File: src/rtl/ramf_mbank_pkg.sv
// Shared helpers for the multi-bank RAM FIFO:
// clog2, bank index width and NBANK range check.
package ramf_mbank_pkg;

  localparam int NBANK_MIN = 2;
  localparam int NBANK_MAX = 4;

  function automatic int clog2(input int n);
    int r;
    r = 0;
    for (int v = 1; v < n; v = v << 1) begin
      r = r + 1;
    end
    return r;
  endfunction

  function automatic int bank_w(input int nbank);
    return (clog2(nbank) < 1) ? 1 : clog2(nbank);
  endfunction

  function automatic bit nbank_ok(input int nbank);
    return (nbank >= NBANK_MIN) && (nbank <= NBANK_MAX);
  endfunction

endpackage

File: src/rtl/ramf_dp.sv
// Simple dual-port RAM: synchronous write,
// registered read address, array never reset.
module ramf_dp #(
  parameter int DW    = 12,
  parameter int AW    = 7,
  parameter int DEPTH = 128
) (
  input  logic          clk,
  input  logic          rst_n,
  input  logic          we,
  input  logic [AW-1:0] waddr,
  input  logic [DW-1:0] wdata,
  input  logic [AW-1:0] raddr,
  output logic [DW-1:0] q
);

  logic [DW-1:0] mem [DEPTH];
  logic [AW-1:0] raddr_q;
  logic [AW-1:0] raddr_d;

  // Read address is sampled every cycle.
  always_comb begin
    raddr_d = raddr;
  end

  // Storage array; contents survive reset.
  always_ff @(posedge clk) begin
    if (we) begin
      mem[waddr] <= wdata;
    end
  end

  // Registered read address, cleared by reset.
  always_ff @(posedge clk or negedge rst_n) begin
    if (!rst_n) begin
      raddr_q <= '0;
    end else begin
      raddr_q <= raddr_d;
    end
  end

  assign q = mem[raddr_q];

endmodule

File: src/rtl/ramf_mbank.sv
// Multi-bank ping-pong RAM FIFO: writer fills whole
// banks, reader drains them in the same rotating order.
module ramf_mbank
  import ramf_mbank_pkg::*;
#(
  parameter  int RAMD_W = 12,
  parameter  int RAMA_W = 6,
  parameter  int NBANK  = 2,
  localparam int BANK_W = bank_w(NBANK)
) (
  input  logic              clk,
  input  logic              rst_n,
  input  logic              wr_en,
  input  logic [RAMA_W-1:0] wr_addr,
  input  logic [RAMD_W-1:0] wr_data,
  input  logic              wr_done,
  output logic              wr_ready,
  output logic [BANK_W-1:0] wr_bank,
  input  logic [RAMA_W-1:0] rd_addr,
  input  logic              rd_done,
  output logic              rd_valid,
  output logic [BANK_W-1:0] rd_bank,
  output logic [RAMD_W-1:0] q,
  output logic [BANK_W:0]   nfull,
  output logic              err
);

  localparam int AW    = BANK_W + RAMA_W;
  localparam int DEPTH = NBANK * (2 ** RAMA_W);
  localparam logic [BANK_W-1:0] LAST = BANK_W'(NBANK - 1);
  localparam logic [BANK_W:0]   NB   = (BANK_W + 1)'(NBANK);

  if (!nbank_ok(NBANK)) begin : g_bad_nbank
    $error("ramf_mbank: NBANK must be 2..4");
  end

  logic [BANK_W-1:0] wr_bank_q, wr_bank_d;
  logic [BANK_W-1:0] rd_bank_q, rd_bank_d;
  logic [BANK_W:0]   nfull_q, nfull_d;
  logic              err_q, err_d;
  logic              wr_acc, rd_acc, we;

  function automatic logic [BANK_W-1:0] bump(
    input logic [BANK_W-1:0] b
  );
    return (b == LAST) ? '0 : b + BANK_W'(1);
  endfunction

  assign wr_ready = (nfull_q < NB);
  assign rd_valid = (nfull_q != '0);
  assign wr_bank  = wr_bank_q;
  assign rd_bank  = rd_bank_q;
  assign nfull    = nfull_q;
  assign err      = err_q;

  // Handshake acceptance, pointer advance and error capture.
  always_comb begin
    wr_acc    = wr_done & wr_ready;
    rd_acc    = rd_done & rd_valid;
    we        = wr_en & wr_ready;
    wr_bank_d = wr_bank_q;
    rd_bank_d = rd_bank_q;
    nfull_d   = nfull_q;
    err_d     = err_q;
    if (wr_acc) wr_bank_d = bump(wr_bank_q);
    if (rd_acc) rd_bank_d = bump(rd_bank_q);
    unique case ({wr_acc, rd_acc})
      2'b10:   nfull_d = nfull_q + 1'b1;
      2'b01:   nfull_d = nfull_q - 1'b1;
      default: nfull_d = nfull_q;
    endcase
    if ((wr_en | wr_done) & ~wr_ready) err_d = 1'b1;
    if (rd_done & ~rd_valid) err_d = 1'b1;
  end

  // Bank bookkeeping state.
  always_ff @(posedge clk or negedge rst_n) begin
    if (!rst_n) begin
      wr_bank_q <= '0;
      rd_bank_q <= '0;
      nfull_q   <= '0;
      err_q     <= 1'b0;
    end else begin
      wr_bank_q <= wr_bank_d;
      rd_bank_q <= rd_bank_d;
      nfull_q   <= nfull_d;
      err_q     <= err_d;
    end
  end

  ramf_dp #(
    .DW    (RAMD_W),
    .AW    (AW),
    .DEPTH (DEPTH)
  ) u_ram (
    .clk   (clk),
    .rst_n (rst_n),
    .we    (we),
    .waddr ({wr_bank_q, wr_addr}),
    .wdata (wr_data),
    .raddr ({rd_bank_q, rd_addr}),
    .q     (q)
  );

endmodule

File: config.mk
export PLATFORM = sky130hd
export DESIGN_NAME = ramf_mbank
export DESIGN_NICKNAME = d
export VERILOG_FILES = /design/src/rtl/ramf_mbank_pkg.sv /design/src/rtl/ramf_dp.sv /design/src/rtl/ramf_mbank.sv
export SDC_FILE = /design/constraint.sdc
export NUM_CORES = 1
export LEC_CHECK = 0
export BUFFER_PORTS_ARGS = -buffer_cell sky130_fd_sc_hd__buf_2
export CAP_MARGIN = 20
export CORE_ASPECT_RATIO = 1.75
export CORE_UTILIZATION = 36
export DETAILED_ROUTE_END_ITERATION = 7
export GPL_ROUTABILITY_DRIVEN = 0
export PLACE_DENSITY = 0.48
export SLEW_MARGIN = 30
export SYNTH_ARGS = -nofsm -noshare
export SYNTH_HDL_FRONTEND = slang
export SYNTH_SLANG_ARGS = --single-unit
File: constraint.sdc
create_clock -name clk -period 4.2 [get_ports clk]
set_clock_uncertainty 0.15 [all_clocks]
set_input_delay 0.21 -clock clk [delete_from_list [all_inputs] [get_ports clk]]
set_output_delay 0.21 -clock clk [all_outputs]
set_load 0.02 [all_outputs]
# Word level (Yosys, flattened, before mapping)
# Memory sizes are Yosys's and may differ from the RTL's.
# Index checks and enable logic that the tools add are counted.
# totals
register_bits,12
mem_bits_rw,1536
input_bits,29
out_inout_bits,19
word_cells,31
mem_count,1
# op_classes
n_addsub,4
n_lt_le_gt_ge,1
eq_ne,2
muxes,7
n_bitwise,8
reduce_logical,3
# memory_table
memory,depth,word_bits,rd,rd_ports_with_merged_regs,wr,line_no,source
u_ram.mem,128,12,1,0,1,ramf_dp.sv:17,logic [DW-1:0] mem [DEPTH];
# ops
operator,count
$mux 1,6
$reduce_bool 2->1,3
$and 1x1->1,5
$pmux 2 s2,1
$add 1x1->1 const B,2
$add 2x1->2 const B,1
$eq 2x1->1 const B,1
$eq 2x2->1 const B,1
$lt 2x2->1 const B,1
$not 1->1,2
$sub 2x1->2 const B,1
$or 1x1->1,1

# Logic depth before layout (Yosys ltp)
# Gate-level depths: netlist (run 1).
# depth
ltp_word,5
ltp_mapped,7
depth_no_buf,6

# Modules after synthesis
# Synthesis (run 1) repeated with hierarchy kept, for this count alone.
# unflattened
cells_unflattened,2378
area_unflattened_um2,59299.4
# by_module_without_submodules
mod,instances,cells_each,area_each_um2,seq_area_each_um2
ramf_dp,1,2357,59062.9,46299.4
ramf_mbank,1,21,236.5,125.1

# Worst setup path before layout (run 1)
# Ideal clock, no wire load.
# synth_path
kind,reg-to-output
startpoint,register u_ram.raddr_q[0]
endpoint,output q[0]
arrival_time_ns,2.759
required_ns,3.840
setup_slack_ns,1.081
path_stages_with_launch,7
path_buffers,2
path_cell_list,dfrtp_1 -> buf_2 -> clkbuf_1 -> mux4_2 -> mux4_2 -> mux4_2 -> mux2_2
# synth_between
elab_chain_cells,1
# synth_lines
element,line_no,source
start: declaration,ramf_dp.sv:18,logic [AW-1:0] raddr_q;
start signal: assignment,ramf_dp.sv:38,raddr_q <= raddr_d;
$mem_v2 128x12,n/a,
end: declaration,ramf_mbank.sv:23,"output logic [RAMD_W-1:0] q,"
# Every way passes these cells.

# Worst setup path in the final report (run 1)
# layout_path
startpoint,register u_ram.raddr_q[0]
endpoint,output q[10]
# The elaborated chain is that of the path after synthesis.

==> metrics, run 1 <==
layout cells sized above 1 0.367; Max-Cap Viols 0; crit-path max cell delay just over 0.6 ns; critical path's top delay family multiplexers; largest net degree at the start of global routing about 100; FMAX ~230 MHz; TritonCTS clock tree built; RSZ-0062 raised after global routing yes; failing checks negative setup slack; Crit path top cell by count mux4_2; DR iter-0 viols about 2300; DIE AREA 166000 um2; Final nets 2782; Synth Flop Type edfxtp_1; Reg clk slew, reported paths ~0.060 ns; flops & latches, synth ~1500; initial antenna violation count 6; post-route ant nets 0; Area growth, synth to finish 17.9%; vias in the first global route about 29000; Core Area roughly 160000 um2; Total Wirelength 166 mm; Gate Count Post-Synth approximately 2400; Synth async-reset ratio 0.00775; Synth area leader edfxtp_1; Tmin final 4.36 ns; first-pass GRT wire length roughly 230 mm; EDFF count, synth 1536; outcome finished with violations; Starting Density 0.363; Clock Latency Late Sink roughly 0.8 ns; final cell count without fillers slightly above 5000; final hold violation count 0; Via Count ~27000; num rows between 150 and 200; WS Path Type reg -> out; Pleak approximately 22 nW; H-Tree Depth 4; Setup crit end kind output port; Critical Path Source Type flop; TritonCTS buffer count about 150; cell with the most instances after synthesis edfxtp_1; port bufs 47; Syn Nets 2407; post-synth top area share 0.778; final worst slack -0.164 ns; Max IR drop VDD around 0.00035 V; Post-DP HPWL 105 mm; root buffer cell clkbuf_16; worst endpoint data arrival time 4.00 ns; Seq/Total Area, Yosys 0.783; fin crit share 1.04; cell-by-cell trace of the critical path buf_12 -> buf_4 -> buf_12 -> mux4_2 -> mux4_2 -> mux4_2 -> mux2_2 -> buf_2; worst slew pin tran between 0.9 and 1 ns; grt total ovfl 0; Mapped Avg Cell Area 25.0 um2; # IOs 48; Die Ht approximately 540 um; residual DRC count 0; die width between 300 and 400 um; yosys warns 0; DP Cell Count between 4000 and 5000; post-synthesis instance area between 50000 and 60000 um2; DRT Pass-1 Iters 5; PD cells ~470 nW/um2; DR WL/cell 32.9 um; CTS sink cnt between 1500 and 2000; HP Class in -> reg; Post-synth top cells 1536 x edfxtp_1, 504 x mux4_2, 132 x nor2_1; Max-slew headroom 0.355; # setup viols final 12; CP required 3.84 ns; CP Buf/Inv Count 4; Slowest-stage cell, CP mux4_2; Synth cell types 26; Synth area leaders edfxtp_1 78%, mux4_2 19%, nor2_1 0.84%, dfrtp_1 0.51%, clkbuf_1 0.43%; Tot GR Track Use 0.200; utilization after layout 0.428; crit path max fanout 9; Max Slew Vio Count 0; FILL cells between 10000 and 15000; via/cell ratio approximately 5.3; clk buf depth 4
[report_power, final]
part	total [mW]	switching (mW)	leakage, nW	internal (mW)
registers	17.2	0.156	13.9	17.1
logic	2.42	1.42	5.61	0.997
clock network	13.2	5.69	2.28	7.49
[state kept, by name (all words and copies together), names as in the netlist]
name,flops
err,1
nfull,2
rd_bank,1
u_ram.mem,1536
u_ram.raddr_q,7
wr_bank,1
[final cells by class]
| class | instances | area, um2 | area share |
|---|---|---|---|
| Multi-Input combinational cell | 696 | 12300 | 0.176 |
| Antenna cell | 12 | 30.0 | 0.000429 |
| Tap cell | 2178 | 2730 | 0.0390 |
| Timing Repair Buffer | 348 | 3700 | 0.0529 |
| Inverter | 5 | 18.8 | 0.000268 |
| Clock buffer | 193 | 4040 | 0.0578 |
| Sequential cell | 1548 | 46400 | 0.664 |
| Clock inverter | 73 | 652 | 0.00932 |
[timing repair]
action / in CTS / in global routing
setup endpoints to repair: 12 / 12
gates cloned: 11 / 9
resized for setup: 34 / 18
endpoints found under the hold margin: 583 / 12
hold buffers: 30 / 1
setup buffers: 19 / 19
[path summary, 6_finish.rpt]
| kind | startpoint | endpoint | slack, ns | depth (start not counted) |
|---|---|---|---|---|
| hold reg to reg | rd_bank$_DFFE_PN0P_ | u_ram.raddr_q[6]$_DFF_PN0_ | 0.29 | 0 |
| min in group asynchronous | rst_n | wr_bank$_DFFE_PN0N_ | 0.41 | 4 |
| max in group asynchronous | rst_n | u_ram.raddr_q[0]$_DFF_PN0_ | 3.06 | 4 |
| hold / removal | wr_data[5] | u_ram.mem[68][5]$_DFFE_PP_ | 0.07 | 2 |
| setup reg to reg | wr_bank$_DFFE_PN0N_ | u_ram.mem[71][2]$_DFFE_PP_ | 1.41 | 4 |
| setup / recovery | u_ram.raddr_q[0]$_DFF_PN0_ | q[10] | -0.16 | 8 |
[cells by family (layout without fill, tap and decap cells)]
logic type / count (synthesis) / count (layout) / share of synthesized area
AO/OA/AOI/OAI: 2 / 2 / 0.000211
XOR/XNOR: 5 / 5 / 0.000738
adder cells (fa/ha/maj): 1 / 1 / 0.000211
buffers and inverters: 133 / 619 / 0.0103
flip-flops: 1548 / 1548 / 0.783
multiplexers: 516 / 516 / 0.194
other: 0 / 12 / 0
AND/OR/NAND/NOR: 172 / 172 / 0.0121
[placed cells by master, fill, tap and decap left out, drive strengths merged]
master	Yosys	final
nand3	9	9
nand3b	6	6
dlygate4sd3	0	30
or3b	2	2
o211ai	1	1
nand2b	1	1
ha	1	1
mux2	12	12
nand2	11	11
nand4	3	3
clkinvlp	0	5
buf	60	306
xor2	1	1
mux4	504	504
or2	1	1
o21ai	1	1
clkinv	0	50
and2	1	1
diode	0	12
nor2	132	132
xnor2	4	4
nor2b	5	5
clkbuf	68	201
bufbuf	0	4
inv	5	12
bufinv	0	11
dfrtp	12	12
or3	1	1
edfxtp	1536	1536
[worst register-to-register path: stages (launching register included)]
cell and delay [ns]:
dfrtp_1 0.74, nor2b_1 0.36, nand2_1 0.36, nor2_1 0.59
buf_4 0.29
[metrics by stage]
step | cell area (um2) | power (mW) | setup TNS (ns) | hold slack, ns | worst slack [ns]
final | 69900 | 32.8 | -1.51 | 0.0677 | -0.164
after global routing | 69900 | 33.7 | -2.00 | 0.0622 | -0.187
after CTS | 69500 | 33.1 | -2.85 | 0.00920 | -0.259
after detailed placement | 63700 | 19.8 | 0 | 0.0564 | 0.426
after global placement | 63700 | 19.8 | 0 | 0.0494 | 0.450
after floorplan | 59300 | 18.6 | 0 | -0.236 | 1.08
[metal layers]
metal | GRT usage | wire length [um]
met5 | 0 | 13
met4 | 0.0672 | 5770
met3 | 0.0236 | 6040
met2 | 0.375 | 92700
met1 | 0.233 | 61500
Note: power is estimated with default switching activity, not from simulation.
==> run 2: changes to the inputs <==
Settings changed: ABC_AREA set to 1.
==> metrics, run 2 <==
Max-Cap Viols 0 (unchanged); Core Area 173000 um2 (+6.0%); die width 318 um (+2.9%); FMAX 248 MHz (+8.4%); critical path's top delay family simple AND/OR/NAND/NOR gates; CTS sink cnt 1548 (unchanged); worst endpoint data arrival time 3.67 ns (-0.33 ns); Synth area leaders edfxtp_1 73%, nand3_1 11%, nand2_1 11%, buf_2 1.2%, nor2_1 0.79%; outcome complete, no violations; EDFF count, synth 1536 (unchanged); Max Slew Vio Count 0 (unchanged); cell internal pwr 25.2 mW (-1.4%); fin crit share 0.959 (-0.0805); Area growth, synth to finish 13.7%; HP Class in -> reg; Crit path top cell by count nand2_1; Seq/Total Area, Yosys 0.739 (-0.0442); Psw 7.87 mW (+8.3%); FF+latch area 46400 um2 (about the same); final cell count without fillers 7773 (+54%); TritonCTS buffer count 153 (unchanged); Synth Flop Type edfxtp_1; post-route ant nets 0 (unchanged); via/cell ratio 5.24 (-2.0%); most common cell after layout, fill and taps aside nand2_1; reg2reg start nfull[1]$_DFFE_PN0P_; Slowest-stage cell, CP dfrtp_4; vias in the first global route 40125 (+40%); TNS Setup 0 ns (+1.51 ns); PD cells 463 nW/um2 (-1.4%); DR iter-0 viols 3415 (+48%); final hold violation count 0 (unchanged); RSZ-0062 raised after global routing no; met3 GRT Util 0.0216 (-0.00200); grt met2 use 0.406 (+0.0310); grt total ovfl 0 (unchanged); Post-DP HPWL 116 mm (+11%); worst slew pin tran 1.04 ns (+0.0698 ns); Critical Path Source Type flop; cell with the most instances after synthesis nand2_1; sequential share of power 0.519 (-0.006); yosys warns 0 (unchanged); Logic pwr share 0.080 (+0.006); Syn Nets 5313 (+120%); root buffer cell clkbuf_16; R2R Path End u_ram.mem[57][4]$_DFFE_PP_; Synth async-reset ratio 0.00775 (unchanged); power share of the clock group 0.401 (about the same); port bufs 47 (unchanged); DIE AREA 176000 um2 (+5.9%); post-synthesis instance area 62900 um2 (+6.0%); num rows 202 (+3.1%); cell-by-cell trace of the critical path buf_4 -> buf_16 -> nand2_1 -> nand3_1 -> nand3_1 -> nand3_1 -> nand2_1 -> nand2_1 -> nand3_1 -> nand2_1 -> nand2_1 -> nand2_1 -> buf_2; switching share of total power 0.238 (+0.0167); Setup crit end kind output port; clk buf depth 4 (unchanged); crit path max fanout 103 (+94); met1 Track Usage GR 0.261 (+0.0278); Pleak 25.3 nW (+16%); TritonCTS clock tree built; post-synth top area share 0.734 (-0.0439); Die Ht 555 um (+2.9%); Reg clk slew, reported paths 0.06 ns (about the same); FF-to-FF setup slack 1.00 ns (-0.41 ns); Starting Density 0.363 (about the same); WS Path Type reg -> out; Final nets 5449 (+96%); crit-path max cell delay 0.61 ns (about the same); Via Count 40747 (+51%); DRT Pass-1 Iters 6 (+1); # setup viols final 0 (-12); Hold Path Cell Cnt 4 (+2); Total Wirelength 195 mm (+18%); most frequent cells in the layout 1816 x nand2_1, 1536 x edfxtp_1, 1395 x nand3_1; Most Crowded Layer GR met2; CP Buf/Inv Count 3 (-1); largest net degree at the start of global routing 153 (+50%); flops & latches, synth 1548 (unchanged); Max-slew headroom 0.308 (-0.0466); WHS Endpoint err$_DFFE_PN0P_; first-pass GRT wire length 284 mm (+24%); Synth area leader edfxtp_1; FILL cells 16169 (+15%); number of flip-flops under the largest register name 1536 (unchanged); Post-synth top cells 1816 x nand2_1, 1536 x edfxtp_1, 1395 x nand3_1; R2R depth 6 (+2); DP Cell Count 7469 (+59%); Multi-input gate area 14400 um2 (+17%); Clock Latency Late Sink 0.79 ns (about the same); Gate Count Post-Synth 5283 (+120%); Max IR drop VDD 0.000295 V (-16%); initial antenna violation count 11 (+5); Largest Register u_ram.mem; # IOs 48 (unchanged); Tot GR Track Use 0.219 (+0.0192); Mapped Avg Cell Area 11.9 um2 (-52%); CP required 3.84 ns (about the same); residual DRC count 0 (unchanged); layout cells sized above 1 0.0908 (-0.276); hold path start wr_en; DR WL/cell 25.1 um (-24%); H-Tree Depth 4 (unchanged); Tmin final 4.03 ns (-0.338 ns); Synth cell types 22 (-15%)
==> run 2: cell count changes after synthesis, moves of 6 or more <==
cell      change
nand2_1    +1805
nand3_1    +1386
mux4_2      -504
buf_2       +119
buf_4        +45
clkbuf_1     +24
buf_6        +22
inv_1        +20
mux2_2       -12
nor3_1       +10
nand3b_1      -6
==> run 2: cell type report <==
class	count	area share
diodes	3	0.000105
clock buffers	197	0.0574
clock inverters	65	0.00784
inverters	28	0.00198
multi-input cells	3362	0.202
flip-flops and latches	1548	0.650
well taps	2244	0.0393
repair buffers	325	0.0415
repair inverters	1	0.000158
==> run 2: power by group through the flow <==
stage	Clock, mW	Combinational [mW]	Sequential [mW]
after floorplan	0	1.35	17.5
after detailed placement	0	2.65	17.5
after global routing	14.0	2.85	17.1
after global placement	0	2.65	17.5
final	13.3	2.65	17.1
after CTS	13.5	2.68	17.1
==> run 2: metal layers <==
layer | up-vias | share of wire
met5 | - | 0.00028
met4 | 8 | 0.037
met3 | 274 | 0.043
met2 | 1131 | 0.53
met1 | 20440 | 0.39
li1 | 18894 | -
==> run 2: repair_timing <==
action / 4_1_cts / 5_1_grt
resized for setup: 0 / 3
endpoints found under the setup margin: 5 / 9
buffers inserted: 0 / 4
endpoints found under the hold margin: 785 / 12
pin swaps: 0 / 0
hold buffers: 32 / 1
gates cloned: 1 / 0
==> run 2: cell families (layout without fill, tap and decap cells) <==
group	Yosys count	in the layout	synth area share
AOI/OAI and AO/OA	4	4	0.000338
xor gates and xnor gates	4	4	0.000557
adders and majority gates	1	1	0.000199
buffers and inverters	373	616	0.0321
DFF	1548	1548	0.739
other	0	3	0
and+or+nand+nor	3353	3353	0.228
==> run 2: worst max path at each step <==
stage          depth (start not counted)                          end                        from
2_1_floorplan                          7  u_ram.mem[105][0]$_DFFE_PP_        nfull[1]$_DFFE_PN0P_
3_3_place_gp                          14                         q[2]  u_ram.raddr_q[0]$_DFF_PN0_
3_5_place_dp                          14                        q[11]  u_ram.raddr_q[0]$_DFF_PN0_
4_1_cts                               13                         q[4]  u_ram.raddr_q[0]$_DFF_PN0_
5_1_grt                               11                         q[7]  u_ram.raddr_q[1]$_DFF_PN0_
6_report                              13                         q[4]  u_ram.raddr_q[0]$_DFF_PN0_
==> run 2: per-stage QoR <==
stage | worst slack (ns) | power [mW] | utilization | hold slack, ns | area [um2]
2_1_floorplan | 1.60 | 18.8 | - | -0.236 | 62900
3_3_place_gp | 0.834 | 20.1 | 0.383 | 0.0637 | 66400
3_5_place_dp | 0.818 | 20.1 | 0.383 | 0.0691 | 66400
4_1_cts | 0.00670 | 33.3 | 0.412 | 0.00490 | 71400
5_1_grt | 0.0137 | 34.0 | 0.413 | 0.125 | 71500
6_report | 0.174 | 33.1 | 0.413 | 0.0761 | 71500
==> run 2: tightest hold or removal path: stages <==
cell and delay, ns:
buf_2 0.09, o21ai_0 0.07, nand2_1 0.07, dlygate4sd3_1 0.55
